File: config.mk
export PLATFORM = sky130hd
export DESIGN_NAME = reg_write_arbiter
export DESIGN_NICKNAME = d
export VERILOG_FILES = /design/src/rtl/reg_write_arbiter.sv
export SDC_FILE = /design/constraint.sdc
export NUM_CORES = 1
export LEC_CHECK = 0
export CELL_PAD_IN_SITES_DETAIL_PLACEMENT = 0
export CELL_PAD_IN_SITES_GLOBAL_PLACEMENT = 1
export CORE_MARGIN = 2
export CORE_UTILIZATION = 29
export DETAILED_ROUTE_END_ITERATION = 8
export GPL_TIMING_DRIVEN = 0
export PLACE_DENSITY_LB_ADDON = 0.3
export RECOVER_POWER = 50
export SLEW_MARGIN = 20
export SYNTH_ARGS = -nofsm -noshare
export SYNTH_HDL_FRONTEND = slang
export SYNTH_SLANG_ARGS = --single-unit
File: constraint.sdc
create_clock -name clk -period 2.95 [get_ports clk]
set_input_delay 0.295 -clock clk [delete_from_list [all_inputs] [get_ports clk]]
set_output_delay 0.295 -clock clk [all_outputs]
set_load 0.005 [all_outputs]
File: src/rtl/reg_write_arbiter.sv
// Register-file write arbiter: round-robin between two requesters plus a
// zero-fill sequence that sweeps registers 0..NUM_REGS-1.
module reg_write_arbiter #(
  parameter int unsigned NUM_REGS          = 32,
  parameter bit          ZERO_REG_WRITABLE = 1'b0
) (
  input  logic        clk,
  input  logic        Reset,
  input  logic        req0_valid,
  input  logic        req1_valid,
  output logic        req0_ready,
  output logic        req1_ready,
  input  logic [4:0]  req0_reg,
  input  logic [4:0]  req1_reg,
  input  logic [31:0] req0_data,
  input  logic [31:0] req1_data,
  input  logic        clr_start,
  output logic        clr_busy,
  output logic        RegWrite,
  output logic [4:0]  Write_Reg_Num_1,
  output logic [31:0] Write_Data,
  output logic        grant_id
);

  localparam int unsigned REG_W  = 5;
  localparam int unsigned DATA_W = 32;

  localparam logic [0:0] ST_ARB   = 1'b0;
  localparam logic [0:0] ST_CLEAR = 1'b1;

  // Last register of the sweep; reaching it forces the exit back to ARB.
  localparam logic [REG_W-1:0] LAST_REG = REG_W'(NUM_REGS - 1);

  logic [0:0]        state_q, state_d;
  logic [REG_W-1:0]  cnt_q, cnt_d;
  logic              rr_q, rr_d;
  logic              we_d;
  logic [REG_W-1:0]  addr_d;
  logic [DATA_W-1:0] data_d;
  logic              gid_d;
  logic              busy_d;

  // State, pointer, counter and registered write-port outputs.
  always_ff @(posedge clk or negedge Reset) begin
    if (!Reset) begin
      state_q         <= ST_ARB;
      cnt_q           <= '0;
      rr_q            <= 1'b0;
      RegWrite        <= 1'b0;
      Write_Reg_Num_1 <= '0;
      Write_Data      <= '0;
      grant_id        <= 1'b0;
      clr_busy        <= 1'b0;
    end else begin
      state_q         <= state_d;
      cnt_q           <= cnt_d;
      rr_q            <= rr_d;
      RegWrite        <= we_d;
      Write_Reg_Num_1 <= addr_d;
      Write_Data      <= data_d;
      grant_id        <= gid_d;
      clr_busy        <= busy_d;
    end
  end

  // Next-state, handshake and next write-port values.
  always_comb begin
    state_d    = state_q;
    cnt_d      = cnt_q;
    rr_d       = rr_q;
    we_d       = 1'b0;
    addr_d     = Write_Reg_Num_1;
    data_d     = Write_Data;
    gid_d      = 1'b0;
    busy_d     = 1'b0;
    req0_ready = 1'b0;
    req1_ready = 1'b0;

    case (state_q)
      ST_ARB: begin
        if (clr_start) begin
          // Clear wins over same-cycle requests; register 0 goes out first.
          state_d = ST_CLEAR;
          cnt_d   = '0;
          we_d    = 1'b1;
          addr_d  = '0;
          data_d  = '0;
          busy_d  = 1'b1;
        end else begin
          req0_ready = req0_valid && (!req1_valid || !rr_q);
          req1_ready = req1_valid && (!req0_valid ||  rr_q);
          if (req0_valid && req1_valid) begin
            rr_d = ~rr_q;
          end
          if (req0_ready) begin
            if (ZERO_REG_WRITABLE || (req0_reg != '0)) begin
              we_d   = 1'b1;
              addr_d = req0_reg;
              data_d = req0_data;
              gid_d  = 1'b0;
            end
          end else if (req1_ready) begin
            if (ZERO_REG_WRITABLE || (req1_reg != '0)) begin
              we_d   = 1'b1;
              addr_d = req1_reg;
              data_d = req1_data;
              gid_d  = 1'b1;
            end
          end
        end
      end

      ST_CLEAR: begin
        // Issue the next register of the sweep; clr_start is ignored here.
        we_d   = 1'b1;
        addr_d = cnt_q + REG_W'(1);
        data_d = '0;
        busy_d = 1'b1;
        cnt_d  = cnt_q + REG_W'(1);
        if ((cnt_q + REG_W'(1)) == LAST_REG) begin
          state_d = ST_ARB;
        end
      end

      default: begin
        state_d = ST_ARB;
      end
    endcase
  end

endmodule

# [Yosys cells after proc, flatten, opt, wreduce, memory -nomap -nowiden]
# Index checks and enable logic that the tools add are counted.
[totals] reg_bits=47 input_bits=79
[classes] n_addsub=1 eq_ne=5 muxes=31 bitwise_logic=3 reduce_logical=12
[op_table] cell="$mux 32" n=5
[op_table] cell="$pmux 32 s2" n=1
[op_table] cell="$mux 5" n=6
[op_table] cell="$pmux 5 s2" n=2
[op_table] cell="$mux 1" n=14
[op_table] cell="$ne 4x4->1 const B" n=3
[op_table] cell="$reduce_bool 5->1" n=2
[op_table] cell="$pmux 1 s2" n=3
[op_table] cell="$reduce_and 3->1" n=2
[op_table] cell="$add 5x1->5 const B" n=1
[op_table] cell="$eq 5x5->1 const B" n=1
[op_table] cell="$logic_and 1x1->1" n=3
[op_table] cell="$logic_not 1->1" n=3
[op_table] cell="$not 1->1" n=3
[op_table] cell="$logic_or 1x1->1" n=2
[op_table] cell="$ne 2x2->1 const B" n=1

# [Logic depth before layout (Yosys ltp)]
# Gate-level depths: netlist of the first run.
[logic_depth] ltp_word=7 depth_mapped=7 depth_no_buf=5

# [Worst setup path after synthesis of the first run]
# OpenSTA, ideal clock, no wires.
[synth_path] kind="input-to-reg" start="input req1_reg[2]" end="register Write_Data[23]" setup_ns=0.125 arrival_ns=1.647 required_ns=2.825 setup_slack_ns=1.178 path_stages=6 n_path_buf=2 path_cell_list="or4_1 > nor2_1 > o211ai_1 > buf_6 > buf_6 > mux2_4"
[synth_via] elab_chain_len=3
[synth_lines] element="from (decl)" line_no="14" text="input logic [4:0] req1_reg,"
[synth_lines] element="$reduce_bool 5->1" line_no="103" text="if (ZERO_REG_WRITABLE || (req1_reg != '0)) begin"
[synth_lines] element="$ne 4x4->1 (no line)"
[synth_lines] element="$reduce_and 3->1 (no line)"
[synth_lines] element="to (signal assigned)" line_no="60" text="Write_Data <= data_d;"
[synth_lines] element="to (decl)" line_no="21" text="output logic [31:0] Write_Data,"
# Every way passes these cells.
# A chain may end at the register's enable or synchronous reset.

# [Final worst setup path of the first run]
[layout_path] start="input req1_valid" end="output req0_ready"
[layout_via] elab_chain_len=5
[layout_lines] element="from (decl)" line_no="10" text="input logic req1_valid,"
[layout_lines] element="$logic_not 1->1" line_no="90" text="req0_ready = req0_valid && (!req1_valid || !rr_q);"
[layout_lines] element="$logic_or 1x1->1" line_no="90"
[layout_lines] element="$logic_and 1x1->1" line_no="90"
[layout_lines] element="$mux 1" line_no="81" text="if (clr_start) begin"
[layout_lines] element="$mux 1" line_no="79" text="case (state_q)"
[layout_lines] element="to (decl)" line_no="11" text="output logic req0_ready,"
# Every way passes these cells.

==> results of run 1 <==
==> what timing repair did <==
item                                    in CTS  in global routing
endpoints found under the setup margin       0                  1
hold endpoints to repair                     0                  0
gates resized for setup                      0                  2
==> power breakdown <==
group / switching (mW) / internal, mW / total [mW]
sequential: 0.0955 / 0.758 / 0.853
combinational: 0.346 / 0.474 / 0.820
clock: 0.209 / 0.167 / 0.376
==> cells in the final DEF, fill, tap and decap left out, drive strengths merged, types with 2 or more instances in the layout <==
cell / instances
nor2: 5
ha: 2
clkbuf: 20
buf: 6
xor2: 2
o21ai: 5
nand2: 72
mux2i: 3
clkdlybuf4s50: 98
a21oi: 32
mux2: 37
dfrtp: 47
xnor2: 2
or4: 2
nand3: 7
inv: 4
o22ai: 2
dlygate4sd3: 21
nand2b: 3
==> state kept, by name, indices dropped and copies added (netlist names) <==
name and flops:
grant_id 1, clr_busy 1, rr_q 1, cnt_q 5
RegWrite 1, Write_Reg_Num_1 5, Write_Data 32, state_q 1
==> how the worst max path moves through the flow <==
stage	start	endpoint	slack, ns	cells after the start
floorplan	req1_reg[2]	Write_Data[23]	1.18	6
global placement	Reset	Write_Data[25]	0.14	1
detailed placement	req1_valid	req0_ready	0.11	6
CTS	req1_valid	req0_ready	0.11	6
global route	req1_valid	req0_ready	0.12	6
finish	req1_valid	req0_ready	0.29	6
==> worst max-delay path, cell delays in order <==
cell and delay [ns]:
clkdlybuf4s50_1 0.54, a21bo_2 0.15, clkbuf_1 0.46, clkbuf_2 0.38, nor2_1 0.07, clkdlybuf4s50_1 0.46
==> kinds of logic after synthesis <==
kind of cell	after synthesis	share of synthesized area, %
flip-flops	47	46.9
buffers and inverters	21	4.14
multiplexers	40	20.7
XOR/XNOR	4	1.40
AND/OR/NAND/NOR	91	14.8
adder cells (fa/ha/maj)	2	0.998
AO/OA/AOI/OAI	48	11.0
==> layout make-up <==
cell class	instances	area, µm²
repair buffers	121	1200
plain buffers	17	90.1
clock buffers	7	76.3
fillers	794	4380
inverters	4	15.0
flip-flops and latches	47	1180
multi-input cells	185	1230
well taps	105	131
clock inverters	1	5.00
==> per-layer routing <==
layer / part of all wire [%] / routed length (µm)
met5: 0 / 0
met4: 0.62 / 44
met3: 6.2 / 443
met2: 47 / 3320
met1: 46 / 3300
==> per-stage QoR <==
stage          worst slack (ns)  hold slack (ns)  instance area, µm²  util (%)
6_report                  0.286            0.319                3920      47.2
3_5_place_dp              0.113            0.367                3860      46.5
2_1_floorplan              1.18        -0.000591                2510         -
5_1_grt                   0.122            0.446                3920      47.2
3_3_place_gp              0.140            0.470                3840      46.3
4_1_cts                   0.106           0.0405                3940      47.5
==> impl_metrics.yaml, run 1 <==
global_routing:
  grt_pass1_wl_mm: 12.1
  antenna_found_initial: 0
  grtUsageTotal_pct: 15.8
  grt_pass1_vias: 2368
  gr-usage-met3_pct: 4.34
  gr-usage-met1_pct: 21.4
  gr-max-usage-layer: "met2"
  overflow: 0
  use_met2_pct: 25.5
  grt_max_degree: 27
synthesis:
  syn-num-nets: 334
  synthDistinctLibCells: 34
  async_flop_share_pct: 100
  syn_inst: 253
  yosysSeqAreaShare_pct: 46.9
  synth_most_common_cell: "nand2_1"
  avgSynthCellArea_um2: 9.91
  yosysTopAreaCell: "dfrtp_1"
  synth_area_leaders: "dfrtp_1 (47%), mux2_4 (11%), nand2_1 (11%)"
  yosys_warnings: 0
  synth_common_cells: "nand2_1 (72), dfrtp_1 (47), a21oi_1 (32)"
  synth_top_area_share_pct: 46.9
  ys_ff_latch: 47
  synth-edff-count: 0
  synthFlopType: "dfrtp_1"
  synth_area_um2: 2510
cts:
  worstSkewPairLatency_ns: 0.30
  cts_buffers: 5
  cts_tree: "done"
  cts_hold_buffers: 0
  clkTransAtPathRegs_ns: 0.08
  cts.path.max_buffers: 2
  cts.sinks: 47
  cts.htree.levels: 2
  postCtsSetupRepairBufs: 0
  cts-root-buf: "clkbuf_8"
die:
  ioPinCount: 121
  num_rows: 33
  die_w_um: 97.0
  initial_utilization_pct: 30.2
  core_area_um2: 8300
  die_h_um: 97.0
  die-area_um2: 9400
job:
  cap_violations: 0
sta:
  setup_viol: 0
  fmax_mhz: 375
  min_period_over_period_pct: 90.3
  fin_crit_ns: 2.66
  hold_viol_final: 0
  drv_slew: 0
  rsz0062_at_grt: "false"
  fin_tns_setup_ns: 0
  tightestPinTransition_ns: 1.42
  skew_ns: 0.00789
  slew_headroom_pct: 5.03
power_and_ir_drop:
  finalPower_mw: 2.05
  power.leakage_nw: 1.84
  ir_drop_v: 0.000379
  power_density_nw_per_um2: 523
worst_setup_path:
  cp.required_ns: 2.65
  r2r_cells: 7
  arrival_ns: 2.37
  r2r-end: "Write_Data[23]"
  path_class: "in2out"
  cp_max_fo: 10
  startpoint_type: "primary input"
  r2r_start: "state_q"
  rrSetupSlack_ns: 0.90
  end_kind: "primary output"
worst_hold_path:
  worstHoldPathType: "in2async"
place:
  dp.cells: 479
  place_congestion: 0.793
  hpwl_mm: 5.25
  portBuffers: 120
outcome:
  status: "completed"
routing:
  drc_errors: 0
  ant_nets: 0
  drt_pass1_iterations: 4
  routedWlPerCell_um: 14.6
  drt_iter0_markers: 60
  finalWirelength_mm: 7.11
  via_per_inst: 4.63
  vias: 2256
finish:
  final_layout_size_suffix_gt1_share_pct: 13.1
  layoutNonFillerInstCount: 487
  antenna_cells: 0
  finalNetCount: 462
  area_growth_pct: 56.4
No activity file was read; power rests on OpenSTA's default activity.
==> inputs of run 2 (changes only) <==
CORE_ASPECT_RATIO = 1.75   (was not set)
CORE_UTILIZATION = 32   (was 29)
SETUP_SLACK_MARGIN = 0.4   (was not set)
==> impl_metrics.yaml, run 2 (synthesized netlist as in run 1, its figures left out) <==
worst_setup_path:
  critPathMaxStageDelay_ns: 0.51
  path_class: "reg2out"
  cp_max_fo: 10
  end_kind: "primary output"
  startpoint_type: "flip-flop"
  cp_top_family: "buffers and inverters"
  crit_top_cell: "nor2_1"
  cp_slowest_cell: "clkdlybuf4s50_1"
  crit_buf_inv: 4
  arrival_ns: 2.17
  path_cells: "clkbuf_1 -> nor2_1 -> inv_1 -> clkbuf_2 -> nor2_1 -> clkdlybuf4s50_1"
  cp.required_ns: 2.65
finish:
  finalNetCount: 463
  regArea_um2: 1180
  layoutNonFillerInstCount: 471
  largest_register: "Write_Data"
  fill_cells: 751
  top_regs: "Write_Data (32), Write_Reg_Num_1 (5), cnt_q (5)"
  final_layout_size_suffix_gt1_share_pct: 13.6
  layout_common_cells: "clkdlybuf4s50_1 (99), nand2_1 (72), dfrtp_1 (47)"
  antenna_cells: 0
  layout.cells.most_common: "clkdlybuf4s50_1"
  area_growth_pct: 58.2
  multi_input_area_um2: 1220
  largest_reg_flops: 32
sta:
  rsz0062_at_grt: "false"
  slew_headroom_pct: 40.4
  fin_crit_ns: 2.47
  fin_tns_setup_ns: 0
  hold_viol_final: 0
  drv_slew: 0
  min_period_over_period_pct: 83.7
  tightestPinTransition_ns: 0.894
  skew_ns: 0.00405
  setup_viol: 0
  fmax_mhz: 405
die:
  die-area_um2: 8580
  initial_utilization_pct: 33.1
  num_rows: 42
  core_area_um2: 7570
  ioPinCount: 121
  die_w_um: 70.9
  die_h_um: 121
worst_hold_path:
  worstHoldPathType: "reg2reg"
global_routing:
  antenna_found_initial: 0
  grt_pass1_wl_mm: 11.5
  grt_pass1_vias: 2358
  overflow: 0
  grtUsageTotal_pct: 17.3
  grt_max_degree: 33
place:
  portBuffers: 120
  dp.cells: 462
  hpwl_mm: 5.53
  place_congestion: 0.767
routing:
  vias: 2261
  via_per_inst: 4.80
  finalWirelength_mm: 7.17
  routedWlPerCell_um: 15.2
  ant_nets: 0
  drc_errors: 0
  drt_iter0_markers: 76
  drt_pass1_iterations: 4
cts:
  cts-root-buf: "clkbuf_16"
  clkTransAtPathRegs_ns: 0.06
  cts.path.max_buffers: 2
  cts.htree.levels: 2
  cts.sinks: 47
  cts_buffers: 5
  worstSkewPairLatency_ns: 0.29
  cts_tree: "done"
outcome:
  status: "completed"
power_and_ir_drop:
  power_density_nw_per_um2: 561
  ir_drop_v: 0.000317
  power.leakage_nw: 1.88
  finalPower_mw: 2.22
job:
  cap_violations: 0
==> run 2: worst paths after layout <==
kind                            depth (start not counted)              to     startpoint  slack (ns)
max in group asynchronous                               3  Write_Data[27]          Reset        1.01
worst max-delay path                                    6      req0_ready        state_q        0.48
worst min-delay path                                    1   Write_Data[8]  Write_Data[8]        0.49
worst min register to register                          1   Write_Data[8]  Write_Data[8]        0.49
worst max register to register                          7  Write_Data[29]        state_q        0.85
min in group asynchronous                               2   Write_Data[6]          Reset        0.65
==> run 2: metrics by stage <==
stage	hold slack (ns)	setup slack, ns	instance area [µm²]	util [%]
after detailed placement	0.256	0.213	3830	50.6
after global placement	0.468	0.199	3820	50.4
final	0.491	0.481	3970	52.4
after global routing	0.515	0.309	3970	52.4
after CTS	0.485	0.450	3980	52.6
after floorplan	-0.000591	1.18	2510	-
==> run 2: layout make-up <==
cell class,count,share of cell area [%]
multi-input cells,185,30.9
repair buffers,122,30.5
flip-flops and latches,47,29.7
clock buffers,7,3.34
well taps,88,2.78
plain buffers,17,2.34
inverters,4,0.379
clock inverters,1,0.126
==> run 2: where the power goes <==
part	switching, mW	internal [mW]	leakage [nW]
clock	0.227	0.313	0.0679
combinational	0.353	0.475	1.19
sequential	0.0959	0.759	0.619
==> run 2: per-layer routing <==
layer / share of wire, % / GRT usage [%] / vias to the layer above
li1: - / - / 1115
met1: 38 / 19.6 / 1082
met5: 0 / 0 / -
met3: 4.2 / 2.91 / 9
met2: 56 / 32.1 / 55
met4: 1.9 / 6.01 / 0
==> run 2: repair_timing <==
| action | CTS | global route |
|---|---|---|
| endpoints found under the setup margin | 1 | 2 |
| buffers inserted | 0 | 0 |
| hold endpoints to repair | 15 | 0 |
| gates resized for setup | 2 | 3 |
| gates cloned | 0 | 0 |
| hold buffers | 1 | 0 |
==> inputs of run 3 (changes only) <==
CORE_UTILIZATION = 27   (was 32)
clock period = 2 ns   (was 2.95 ns; I/O delays follow)
==> impl_metrics.yaml, run 3 (synthesized netlist as in run 1, its figures left out) <==
sta:
  rsz0062_at_grt: "true"
  min_period_over_period_pct: 93.7
  fmax_mhz: 533
  fin_crit_ns: 1.87
  drv_slew: 0
  fin_tns_setup_ns: 0
  slew_headroom_pct: 26.0
  setup_viol: 0
  hold_viol_final: 0
  setup_ws_ns: 0.125
  skew_ns: 0.00450
  tightestPinTransition_ns: 1.11
place:
  dp_slack_ns: -0.662
  placed_area_um2: 3890
  dp.cells: 494
  portBuffers: 120
  hpwl_mm: 5.85
  place_congestion: 0.769
cts:
  clkTransAtPathRegs_ns: 0.06
  worstSkewPairLatency_ns: 0.29
  cts_tree: "done"
  cts_buffers: 5
  cts.sinks: 47
  cts.path.max_buffers: 2
  cts-root-buf: "clkbuf_16"
  cts.htree.levels: 2
die:
  ioPinCount: 121
  initial_utilization_pct: 27.7
  die_w_um: 76.8
  die-area_um2: 10100
  num_rows: 46
  core_area_um2: 9040
  die_h_um: 131
worst_setup_path:
  arrival_ns: 2.05
  cp_max_fo: 5
  end_kind: "flip-flop"
  startpoint_type: "flip-flop"
  cp.required_ns: 2.17
  path_class: "reg2reg"
finish:
  fill_cells: 897
  largest_register: "Write_Data"
  finalNetCount: 493
  area_growth_pct: 78.8
  antenna_cells: 0
  layout_common_cells: "clkdlybuf4s50_1 (92), nand2_1 (72), dfrtp_1 (46)"
  stdcell_area_um2: 4480
  top_regs: "Write_Data (32), Write_Reg_Num_1 (5), cnt_q (5)"
  layout.cells.most_common: "clkdlybuf4s50_1"
  layoutNonFillerInstCount: 532
  final_layout_size_suffix_gt1_share_pct: 24.8
  largest_reg_flops: 32
routing:
  drc_errors: 0
  drt_iter0_markers: 86
  drt_pass1_iterations: 4
  ant_nets: 0
  via_per_inst: 4.55
  routedWlPerCell_um: 15.9
  finalWirelength_mm: 8.44
  vias: 2419
global_routing:
  grtUsageTotal_pct: 16.8
  grt_pass1_vias: 2497
  grt_max_degree: 30
  overflow: 0
  antenna_found_initial: 0
  grt_pass1_wl_mm: 13.3
worst_hold_path:
  worstHoldPathType: "in2reg"
outcome:
  status: "completed"
job:
  cap_violations: 0
power_and_ir_drop:
  power.leakage_nw: 2.16
  ir_drop_v: 0.000727
  power_density_nw_per_um2: 800
-- run 3: repair_timing --
action,CTS,global route
cloned,1,2
pin swaps,7,3
gates resized for setup,54,36
buffers inserted,18,9
endpoints found under the setup margin,41,41
hold buffers,1,0
hold endpoints to repair,18,0
-- run 3: path summary, 6_finish.rpt --
path | cells past startpoint | from | slack, ns | to
min | 3 | req0_valid | 0.38 | rr_q
max reg2reg | 9 | state_q | 0.13 | Write_Data[28]
max in group asynchronous | 3 | Reset | 0.62 | cnt_q[0]
min reg2reg | 1 | cnt_q[4] | 0.50 | cnt_q[4]
max | 9 | state_q | 0.13 | Write_Data[28]
min in group asynchronous | 2 | Reset | 0.64 | Write_Data[5]
-- run 3: layout make-up --
| cell class | count | area, µm² | area share [%] |
|---|---|---|---|
| Timing Repair Buffer | 152 | 1490 | 33.3 |
| Multi-Input combinational cell | 185 | 1330 | 29.7 |
| Sequential cell | 47 | 1180 | 26.3 |
| Buffer | 17 | 171 | 3.82 |
| Tap cell | 120 | 150 | 3.35 |
| Clock buffer | 6 | 139 | 3.10 |
| Inverter | 4 | 15.0 | 0.335 |
| Clock inverter | 1 | 5.00 | 0.112 |
-- run 3: through the flow --
step | utilization (%) | power [mW] | hold WS [ns]
4_1_cts | 47.8 | 3.53 | 0.378
6_report | 49.6 | 3.59 | 0.379
3_5_place_dp | 43.0 | 2.53 | 0.177
5_1_grt | 49.6 | 3.81 | 0.418
2_1_floorplan | - | 1.96 | -0.0956
3_3_place_gp | 42.8 | 2.52 | 0.469
-- run 3: routing by layer --
layer	GRT usage, %	vias to the layer above	part of all wire (%)
met4	6.57	0	2.4
li1	-	1180	-
met5	0	-	0
met3	2.75	12	3.2
met2	31.4	61	57
met1	18.3	1166	37
-- run 3: worst max-delay path, stage by stage, from the launching register on --
cell      delay, ns
dfrtp_1        0.37
clkbuf_8       0.14
nor2_4         0.09
clkbuf_1       0.20
o211ai_1       0.12
buf_4          0.17
buf_12         0.14
buf_6          0.11
buf_12         0.12
mux2_4         0.29
-- run 3: where the power goes --
group | switching (mW) | internal (mW)
logic | 0.596 | 0.878
clock network | 0.352 | 0.489
registers | 0.149 | 1.12
